==> src/rtl/div_pkg.sv <==
// Shared types and defaults for the divider scheduler and div_ctrl users.
package div_pkg;

  localparam int DIV_WIDTH = 8;
  localparam int DIV_NREQ  = 4;

  typedef enum logic [1:0] {
    S_IDLE    = 2'd0,
    S_ISSUE   = 2'd1,
    S_RELEASE = 2'd2
  } sched_st_t;

endpackage

==> src/rtl/div_rr_arb.sv <==
// Combinational round-robin search starting at ptr_i; the pointer itself lives in the parent.
module div_rr_arb #(
  parameter int NREQ = 4,
  parameter int IDW  = $clog2(NREQ)
) (
  input  logic [NREQ-1:0] req_i,
  input  logic [IDW-1:0]  ptr_i,
  input  logic            en_i,
  output logic [NREQ-1:0] gnt_o,
  output logic [IDW-1:0]  idx_o,
  output logic            any_o
);

  // First requester at or after ptr_i, wrapping modulo NREQ.
  always_comb begin
    int             cand;
    logic [IDW-1:0] cand_idx;
    cand     = 0;
    cand_idx = '0;
    gnt_o    = '0;
    idx_o    = '0;
    any_o    = 1'b0;
    for (int k = 0; k < NREQ; k++) begin
      cand = int'(ptr_i) + k;
      if (cand >= NREQ) cand = cand - NREQ;
      cand_idx = IDW'(cand);
      if (!any_o && req_i[cand_idx]) begin
        any_o = 1'b1;
        idx_o = cand_idx;
      end
    end
    if (en_i && any_o) gnt_o[idx_o] = 1'b1;
  end

endmodule

==> src/rtl/div_sched.sv <==
// Round-robin scheduler sharing one iterative divider among NREQ requesters.
//
//   state     | meaning
//   ----------+-----------------------------------------------------------
//   S_IDLE    | div_go low; grant when a request is pending and the slot is free
//   S_ISSUE   | div_go high; wait for div_fin, then capture the response
//   S_RELEASE | div_go low; wait for the divider to drop div_fin
module div_sched
  import div_pkg::*;
#(
  parameter int NREQ  = DIV_NREQ,
  parameter int WIDTH = DIV_WIDTH,
  parameter int IDW   = $clog2(NREQ)
) (
  input  logic                  clk,
  input  logic                  rst,
  input  logic [NREQ-1:0]       req_valid,
  input  logic [NREQ*WIDTH-1:0] req_a,
  input  logic [NREQ*WIDTH-1:0] req_b,
  output logic [NREQ-1:0]       req_ready,
  output logic                  div_go,
  output logic [WIDTH-1:0]      div_a,
  output logic [WIDTH-1:0]      div_b,
  input  logic                  div_fin,
  input  logic [WIDTH-1:0]      div_q,
  input  logic [WIDTH-1:0]      div_r,
  input  logic                  div_err,
  output logic                  rsp_valid,
  input  logic                  rsp_ready,
  output logic [IDW-1:0]        rsp_id,
  output logic [WIDTH-1:0]      rsp_q,
  output logic [WIDTH-1:0]      rsp_r,
  output logic                  rsp_err,
  output logic                  busy,
  output logic [15:0]           stat_ops
);

  sched_st_t        state_q, state_d;
  logic [IDW-1:0]   ptr_q, ptr_d;
  logic [IDW-1:0]   pend_id_q, pend_id_d;
  logic [WIDTH-1:0] div_a_q, div_a_d, div_b_q, div_b_d;
  logic             rsp_valid_q, rsp_valid_d;
  logic [IDW-1:0]   rsp_id_q, rsp_id_d;
  logic [WIDTH-1:0] rsp_q_q, rsp_q_d, rsp_r_q, rsp_r_d;
  logic             rsp_err_q, rsp_err_d;
  logic [15:0]      stat_ops_q, stat_ops_d;

  logic             grant_en;
  logic [NREQ-1:0]  gnt;
  logic [IDW-1:0]   gnt_idx;
  logic             gnt_any;
  logic [WIDTH-1:0] sel_a, sel_b;

  // Grant only from idle with a free (or freeing) response slot; never while in reset.
  assign grant_en = (state_q == S_IDLE) && !rst && (!rsp_valid_q || rsp_ready);

  div_rr_arb #(
    .NREQ (NREQ),
    .IDW  (IDW)
  ) u_arb (
    .req_i (req_valid),
    .ptr_i (ptr_q),
    .en_i  (grant_en),
    .gnt_o (gnt),
    .idx_o (gnt_idx),
    .any_o (gnt_any)
  );

  // Operand mux for the winning requester.
  always_comb begin
    sel_a = '0;
    sel_b = '0;
    for (int i = 0; i < NREQ; i++) begin
      if (IDW'(i) == gnt_idx) begin
        sel_a = req_a[i*WIDTH +: WIDTH];
        sel_b = req_b[i*WIDTH +: WIDTH];
      end
    end
  end

  // Next-state, operand latch, response capture and pointer update.
  always_comb begin
    state_d     = state_q;
    ptr_d       = ptr_q;
    pend_id_d   = pend_id_q;
    div_a_d     = div_a_q;
    div_b_d     = div_b_q;
    rsp_valid_d = rsp_valid_q && !rsp_ready;
    rsp_id_d    = rsp_id_q;
    rsp_q_d     = rsp_q_q;
    rsp_r_d     = rsp_r_q;
    rsp_err_d   = rsp_err_q;
    stat_ops_d  = stat_ops_q;
    case (state_q)
      S_IDLE: begin
        if (grant_en && gnt_any) begin
          div_a_d   = sel_a;
          div_b_d   = sel_b;
          pend_id_d = gnt_idx;
          ptr_d     = (gnt_idx == IDW'(NREQ - 1)) ? '0 : gnt_idx + IDW'(1);
          state_d   = S_ISSUE;
        end
      end
      S_ISSUE: begin
        if (div_fin) begin
          rsp_valid_d = 1'b1;
          rsp_id_d    = pend_id_q;
          rsp_q_d     = div_q;
          rsp_r_d     = div_r;
          rsp_err_d   = div_err;
          stat_ops_d  = stat_ops_q + 16'd1;
          state_d     = S_RELEASE;
        end
      end
      S_RELEASE: begin
        if (!div_fin) state_d = S_IDLE;
      end
      default: state_d = S_IDLE;
    endcase
  end

  // State and datapath registers with synchronous reset.
  always_ff @(posedge clk) begin
    if (rst) begin
      state_q     <= S_IDLE;
      ptr_q       <= '0;
      pend_id_q   <= '0;
      div_a_q     <= '0;
      div_b_q     <= '0;
      rsp_valid_q <= 1'b0;
      rsp_id_q    <= '0;
      rsp_q_q     <= '0;
      rsp_r_q     <= '0;
      rsp_err_q   <= 1'b0;
      stat_ops_q  <= '0;
    end else begin
      state_q     <= state_d;
      ptr_q       <= ptr_d;
      pend_id_q   <= pend_id_d;
      div_a_q     <= div_a_d;
      div_b_q     <= div_b_d;
      rsp_valid_q <= rsp_valid_d;
      rsp_id_q    <= rsp_id_d;
      rsp_q_q     <= rsp_q_d;
      rsp_r_q     <= rsp_r_d;
      rsp_err_q   <= rsp_err_d;
      stat_ops_q  <= stat_ops_d;
    end
  end

  // div_go decodes the registered state, so it cannot glitch.
  assign req_ready = gnt;
  assign div_go    = (state_q == S_ISSUE);
  assign div_a     = div_a_q;
  assign div_b     = div_b_q;
  assign rsp_valid = rsp_valid_q;
  assign rsp_id    = rsp_id_q;
  assign rsp_q     = rsp_q_q;
  assign rsp_r     = rsp_r_q;
  assign rsp_err   = rsp_err_q;
  assign busy      = (state_q != S_IDLE);
  assign stat_ops  = stat_ops_q;

endmodule

==> config.mk <==
export PLATFORM = sky130hd
export DESIGN_NAME = div_sched
export DESIGN_NICKNAME = d
export VERILOG_FILES = /design/src/rtl/div_pkg.sv /design/src/rtl/div_rr_arb.sv /design/src/rtl/div_sched.sv
export SDC_FILE = /design/constraint.sdc
export NUM_CORES = 1
export LEC_CHECK = 0
export CAP_MARGIN = 5
export CORE_MARGIN = 3
export CORE_UTILIZATION = 43
export DETAILED_ROUTE_END_ITERATION = 8
export PLACE_DENSITY = 0.86
export SLEW_MARGIN = 25
export SYNTH_ARGS = -nofsm -noshare
export SYNTH_HDL_FRONTEND = slang
export SYNTH_SLANG_ARGS = --single-unit
==> constraint.sdc <==
create_clock -name clk -period 4.35 [get_ports clk]
set_input_delay 0.6525 -clock clk [delete_from_list [all_inputs] [get_ports clk]]
set_output_delay 0.6525 -clock clk [all_outputs]
set_load 0.01 [all_outputs]
Word level (Yosys, flattened, before mapping)
Index checks and enable logic that the tools add are counted.

storage, ports and cells
  input port bits = 89
  register bits after elaboration = 58
  output and inout bits = 58
  word-level logic and storage cells = 98

cells by class
  equal/unequal tests = 9
  add/subtract/negate cells = 9
  magnitude comparators = 10
  reduce and logical (&&, ||, !) cells = 21
  mux-type cells = 38

operator list
  operator                 count
  $mux W8                  8
  $mux W2                  12
  $add A16 B1 Y16 const B  1
  $lt A2 B3 Y1 const B     5
  $mux W1                  11
  $ge A3 B3 Y1 const B     3
  $bmux W1 S2              4
  $logic_and A1 B1 Y1      8
  $sub A2 B1 Y2 const B    4
  $add A2 B2 Y3 const B    2
  $logic_not A1 Y1         6
  $pmux W2 S3              1
  $eq A2 B2 Y1 const A     2
  $eq A2 B2 Y1 const B     2
  $logic_not A2 Y1         2
  $mux W4                  1
  $ne A2 B1 Y1 const B     2
  $reduce_and A2 Y1        2
  $add A2 B1 Y3 const B    1
  $ge A2 B3 Y1 const B     1
  $reduce_and A3 Y1        1
  $add A2 B1 Y2 const B    1
  $demux W1 S2             1
  $eq A1 B2 Y1 const A     1
  other kinds (5)          5

Longest topological paths before layout
  depth after elaboration = 19
  depth in mapped cells = 11
  depth with buffers taken out = 9

By module
Synthesis repeated with hierarchy kept, for this count alone.

unflattened totals
  cells, all modules = 382
  area, all modules = 2,915.3 um2

by module, submodules not included
  module      instances  seq. area each (um2)  cells each  area an instance (um2)
  div_sched   1          1,161.1               362         2,780.2
  div_rr_arb  1          0.0                   20          135.1

Worst setup path after synthesis
OpenSTA, ideal clock, no wires.

  path kind = in2out
  start point = input port req_valid[0]
  end point = output port req_ready[3]
  arrival = 2.069 ns
  stages = 8
  path buffers = 2
  path slack = 1.629 ns
  required time = 3.697 ns
  cells stage by stage = a21o_1 a21boi_0 o22ai_1 inv_1 ha_1 buf_1 clkbuf_1 and2_1

on the way
  word-level cells in the longest chain between the ends = 17
  elaborated cells between the ends (all ways) = 29
  classes of those cells = order compare: 2; mux: 19; reduce/logical: 8

ends and longest elaborated chain
  item                                                                       line              source
  start: declaration                                                         div_sched.sv:17   input logic [NREQ-1:0] req_valid,
  $bmux W1 S2                                                                div_rr_arb.sv:27  if (!any_o && req_i[cand_idx]) begin
  $mux W1 (not written as such)                                              div_rr_arb.sv:27
  $mux W1                                                                    div_rr_arb.sv:27
  $logic_not A1 Y1                                                           div_rr_arb.sv:27
  $logic_and A1 B1 Y1                                                        div_rr_arb.sv:27
  $mux W1                                                                    div_rr_arb.sv:27
  $logic_not A1 Y1                                                           div_rr_arb.sv:27
  $logic_and A1 B1 Y1                                                        div_rr_arb.sv:27
  [... 2 more ...]                                                           -
  $logic_and A1 B1 Y1                                                        div_rr_arb.sv:27
  $mux W2 (*)                                                                div_rr_arb.sv:27
  net gnt_idx[1]                                                             div_sched.sv:50   logic [IDW-1:0] gnt_idx;
  $lt A2 B3 Y1 (not written as such) / $ge A2 B1 Y1 (equally long branches)  div_rr_arb.sv:32  if (en_i && any_o) gnt_o[idx_o] = 1'b1;
  $logic_and A1 B1 Y1 (not written as such)                                  div_rr_arb.sv:32
  $mux W1 (not written as such)                                              div_rr_arb.sv:32
  $demux W1 S2 (*)                                                           -
  $mux W4 (*)                                                                div_rr_arb.sv:32
  end: declaration                                                           div_sched.sv:20   output logic [NREQ-1:0] req_ready,

Mark *: on every way through the listed nets, which the timed path passes. The rest lies on a longest branch. The select of a mux whose other input is x is not followed.

Worst setup path after layout
  start point = input port req_valid[0]
  end point = output port req_ready[0]

on the way
  word-level cells in the longest chain between the ends = 17
  elaborated cells between the ends (all ways) = 29
  classes of those cells = order compare: 2; mux: 19; reduce/logical: 8

ends and longest elaborated chain
  item                                                                       line
  $bmux W1 S2                                                                div_rr_arb.sv:27
  $mux W1 (not written as such)                                              div_rr_arb.sv:27
  $mux W1                                                                    div_rr_arb.sv:27
  $logic_not A1 Y1                                                           div_rr_arb.sv:27
  $logic_and A1 B1 Y1                                                        div_rr_arb.sv:27
  $mux W1                                                                    div_rr_arb.sv:27
  $logic_not A1 Y1                                                           div_rr_arb.sv:27
  $logic_and A1 B1 Y1                                                        div_rr_arb.sv:27
  $mux W1                                                                    div_rr_arb.sv:27
  $logic_not A1 Y1                                                           div_rr_arb.sv:27
  $logic_and A1 B1 Y1                                                        div_rr_arb.sv:27
  $mux W2                                                                    div_rr_arb.sv:27
  $lt A2 B3 Y1 (not written as such) / $ge A2 B1 Y1 (equally long branches)  div_rr_arb.sv:32
  $logic_and A1 B1 Y1 (not written as such)                                  div_rr_arb.sv:32
  $mux W1 (not written as such)                                              div_rr_arb.sv:32
  $demux W1 S2                                                               -
  $mux W4 (*)                                                                div_rr_arb.sv:32

Mark *: on every way between the ends. The rest lies on a longest branch, timed or not. The select of a mux whose other input is x is not followed.

==> impl_results.md <==
* Root Buffer: clkbuf_8
* Req. time, crit path at 3.70 ns
* Worst Hold Launch: rsp_q[0]$_SDFFE_PP0P_
* GP Congestion at 0.907
* Worst skew pair latency at between 0.3 and 0.4 ns
* Post-Route Setup TNS at 0 ns
* Dominant cell type by area after synthesis: dfxtp_1
* Buffer count from post-CTS setup fixing at 0
* Most common cell on crit path: clkdlybuf4s50_1
* Antenna violations before repair at 0
* Post-Synthesis Cells at 368
* Outcome: complete, no violations
* Clock Path Buffers at 2
* Die ar. at 7690 µm²
* P&R area growth vs syn at 58.9%
* Largest net degree at the start of global routing at 60
* WL final at between 8000 and 9000 µm
* Worst-margin pin slew at 0.863 ns
* Initial Util at 0.447
* CTS H-tree depth at 3
* Max stage delay on crit path at ~0.53 ns
* Die H at 87.7 µm
* Commonest non-fill, non-tap cells in the layout: clkdlybuf4s50_1 (145), dfxtp_1 (58), nand2_1 (46), a21oi_1 (46), nor2_1 (29)
* Synth Flop Type: dfxtp_1
* Final setup vio count at 0
* Clock skew at 0.0102 ns
* Vias in the first global route at a little over 3000
* Core ar. at between 6000 and 7000 µm²
* Pre-CTS setup slack at 0.763 ns
* Max VDD drop at about 0.18 mV
* Final #Nets at slightly below 600
* Detailed-router iteration count before antenna repair at 5
* First-pass GRT wire length at about 14000 µm
* Clock transition at path regs at approximately 0.070 ns
* Mapped Avg Cell Area at between 7 and 8 µm²
* CP Cell Sequence: clkdlybuf4s50_1 > nor2b_1 > nor3_1 > a31oi_1 > or2_2 > ha_1 > buf_4 > and2_1 > clkdlybuf4s50_1
* Layout cell share with drive strength beyond 1 at 0.0535
* Port Buffers at 146
* Power per standard cell area at 327 nW/µm²
* # clock sinks at 58
* Setup CP Type: input pin to primary output
* CP endpoint kind: primary output
* Residual DRC count at 0
* Ant diodes at 0
* Hold slack at 0.454 ns
* CP startpoint: req_valid[0]
* Initial DRC Count at 116
* Min Tclk post-route at 3.64 ns
* Endpoints failing hold at 0
* Number of fill cells in the layout at 518
* Crit share post-route at 0.837
* Startpoint types: input pin
* R2r startpoint: ptr_q[0]$_SDFFE_PP0P_
* Seq cells post-synth at 58
* Leakage power at 1.64 nW
* Number of top-level pins at 147
* Final setup margin at 0.707 ns
* Post-synthesis cell type count at 40
* Routed WL per cell at 14.9 µm
* Power, Total at approximately 1.5 mW
* Row Count at 29
* CTS hold repair buffers at 0
* Sequential fraction of the synthesis area at 0.405
* Unrepaired setup endpoints after global routing: no
* Max cap viols at 0
* Die width at just under 90 µm
* Fin. max-slew vios at 0
* Vias at between 3000 and 4000
* CP max-delay cell: clkdlybuf4s50_1
* Grt total ovfl at 0
* Post-cts resize count at 0
* Post-synth EDFFs at 0
* Synth area leaders: dfxtp_1 (40%), a21oi_1 (8.0%), nand2_1 (6.0%)
* CTS Buf Count at 9
* Vias per cell at between 5 and 6
* Share of flip-flops with an asynchronous set or reset at 0
* CTS tree: yes
* Min-Delay Path Class: register to register
* Area of the mapped netlist at 2870 µm²
* Syn_nets at 462
* Yosys top cell area share at 0.405
* Routed Antenna Nets at 0
* Fmax at 0.274 GHz
* Tot GR Track Use at 0.226
* Worst Path Arrival at 2.99 ns
* Syn. warnings at 0
* Slew margin rel. at 0.424
* Placed wire-length estimate at 6330 µm
* Layout Utilization at 0.710
* Most common cell after layout, fill and taps aside: clkdlybuf4s50_1
* CP Max Fanout at 17
[report_power, final]
group / internal [mW] / total [mW] / switching [mW]
registers: 0.564 / 0.584 / 0.0202
clock network: 0.308 / 0.511 / 0.203
logic: 0.212 / 0.395 / 0.184
total: 1.08 / 1.49 / 0.407
[area by class of cell]
class	instances	area [µm²]	area share
timing repair buffer	153	1510	0.331
clock buffer	13	169	0.0371
multi-input combinational	260	1520	0.333
clock inverter	2	35.0	0.00769
sequential	58	1160	0.255
tap	77	96.3	0.0211
inverter	19	71.3	0.0156
[cell families after synthesis]
| family | synth area share |
|---|---|
| compound gates | 0.211 |
| xor+xnor | 0.0275 |
| fa+ha+maj | 0.0218 |
| buf+inv | 0.0667 |
| flops | 0.405 |
| simple gates | 0.269 |
[sequential cells by signal, indices dropped and copies added, names as in the netlist]
| signal | flops |
|---|---|
| div_a | 8 |
| div_b | 8 |
| pend_id_q | 2 |
| ptr_q | 2 |
| rsp_err | 1 |
| rsp_id | 2 |
| rsp_q | 8 |
| rsp_r | 8 |
| rsp_valid | 1 |
| stat_ops | 16 |
| state_q | 2 |
[through the flow]
stage / area (µm²) / instances
after floorplan: 2870 / 368
after CTS: 4560 / 582
after global routing: 4560 / 582
after global placement: 4350 / 567
after detailed placement: 4350 / 567
final: 4560 / 582
[worst paths after layout]
path	end	slack, ns	cells past startpoint
setup / recovery	req_ready[0]	0.71	9
hold / removal	rsp_q[0]$_SDFFE_PP0P_	0.45	2
setup reg to reg	div_b[7]$_SDFFE_PP0P_	1.95	10
hold reg to reg	rsp_q[0]$_SDFFE_PP0P_	0.45	2
[cell usage after synthesis, types with 2 or more instances]
library cell,count
a211oi_1,18
a21oi_1,46
a221oi_1,16
a31oi_1,2
and2_1,4
buf_1,3
buf_2,2
clkbuf_1,25
dfxtp_1,58
ha_1,5
inv_1,19
nand2_1,46
nand2b_1,5
nand3_1,5
nand3b_1,19
nand4_1,3
nor2_1,29
nor2b_1,3
nor3_1,21
o21ai_0,5
o31ai_1,2
or2_2,2
or3_1,4
or4_1,3
xnor2_1,5
xor2_1,4
[metal layers]
metal  global-route usage  vias to the layer above  wire [µm]
met4               0.0976                        0        232
li1                     -                     1559          -
met5                    0                        -          0
met1                0.267                     1449       3560
met2                0.379                      130       4280
met3               0.0687                       16        580
[critical path, delay by kind of cell]
kind	cells	cell delay, ns
buffers and inverters	3	1.26
adders and majority gates	1	0.14
and+or+nand+nor	4	0.61
AOI/OAI and AO/OA	1	0.32
Power figures use the tool's default switching activity.
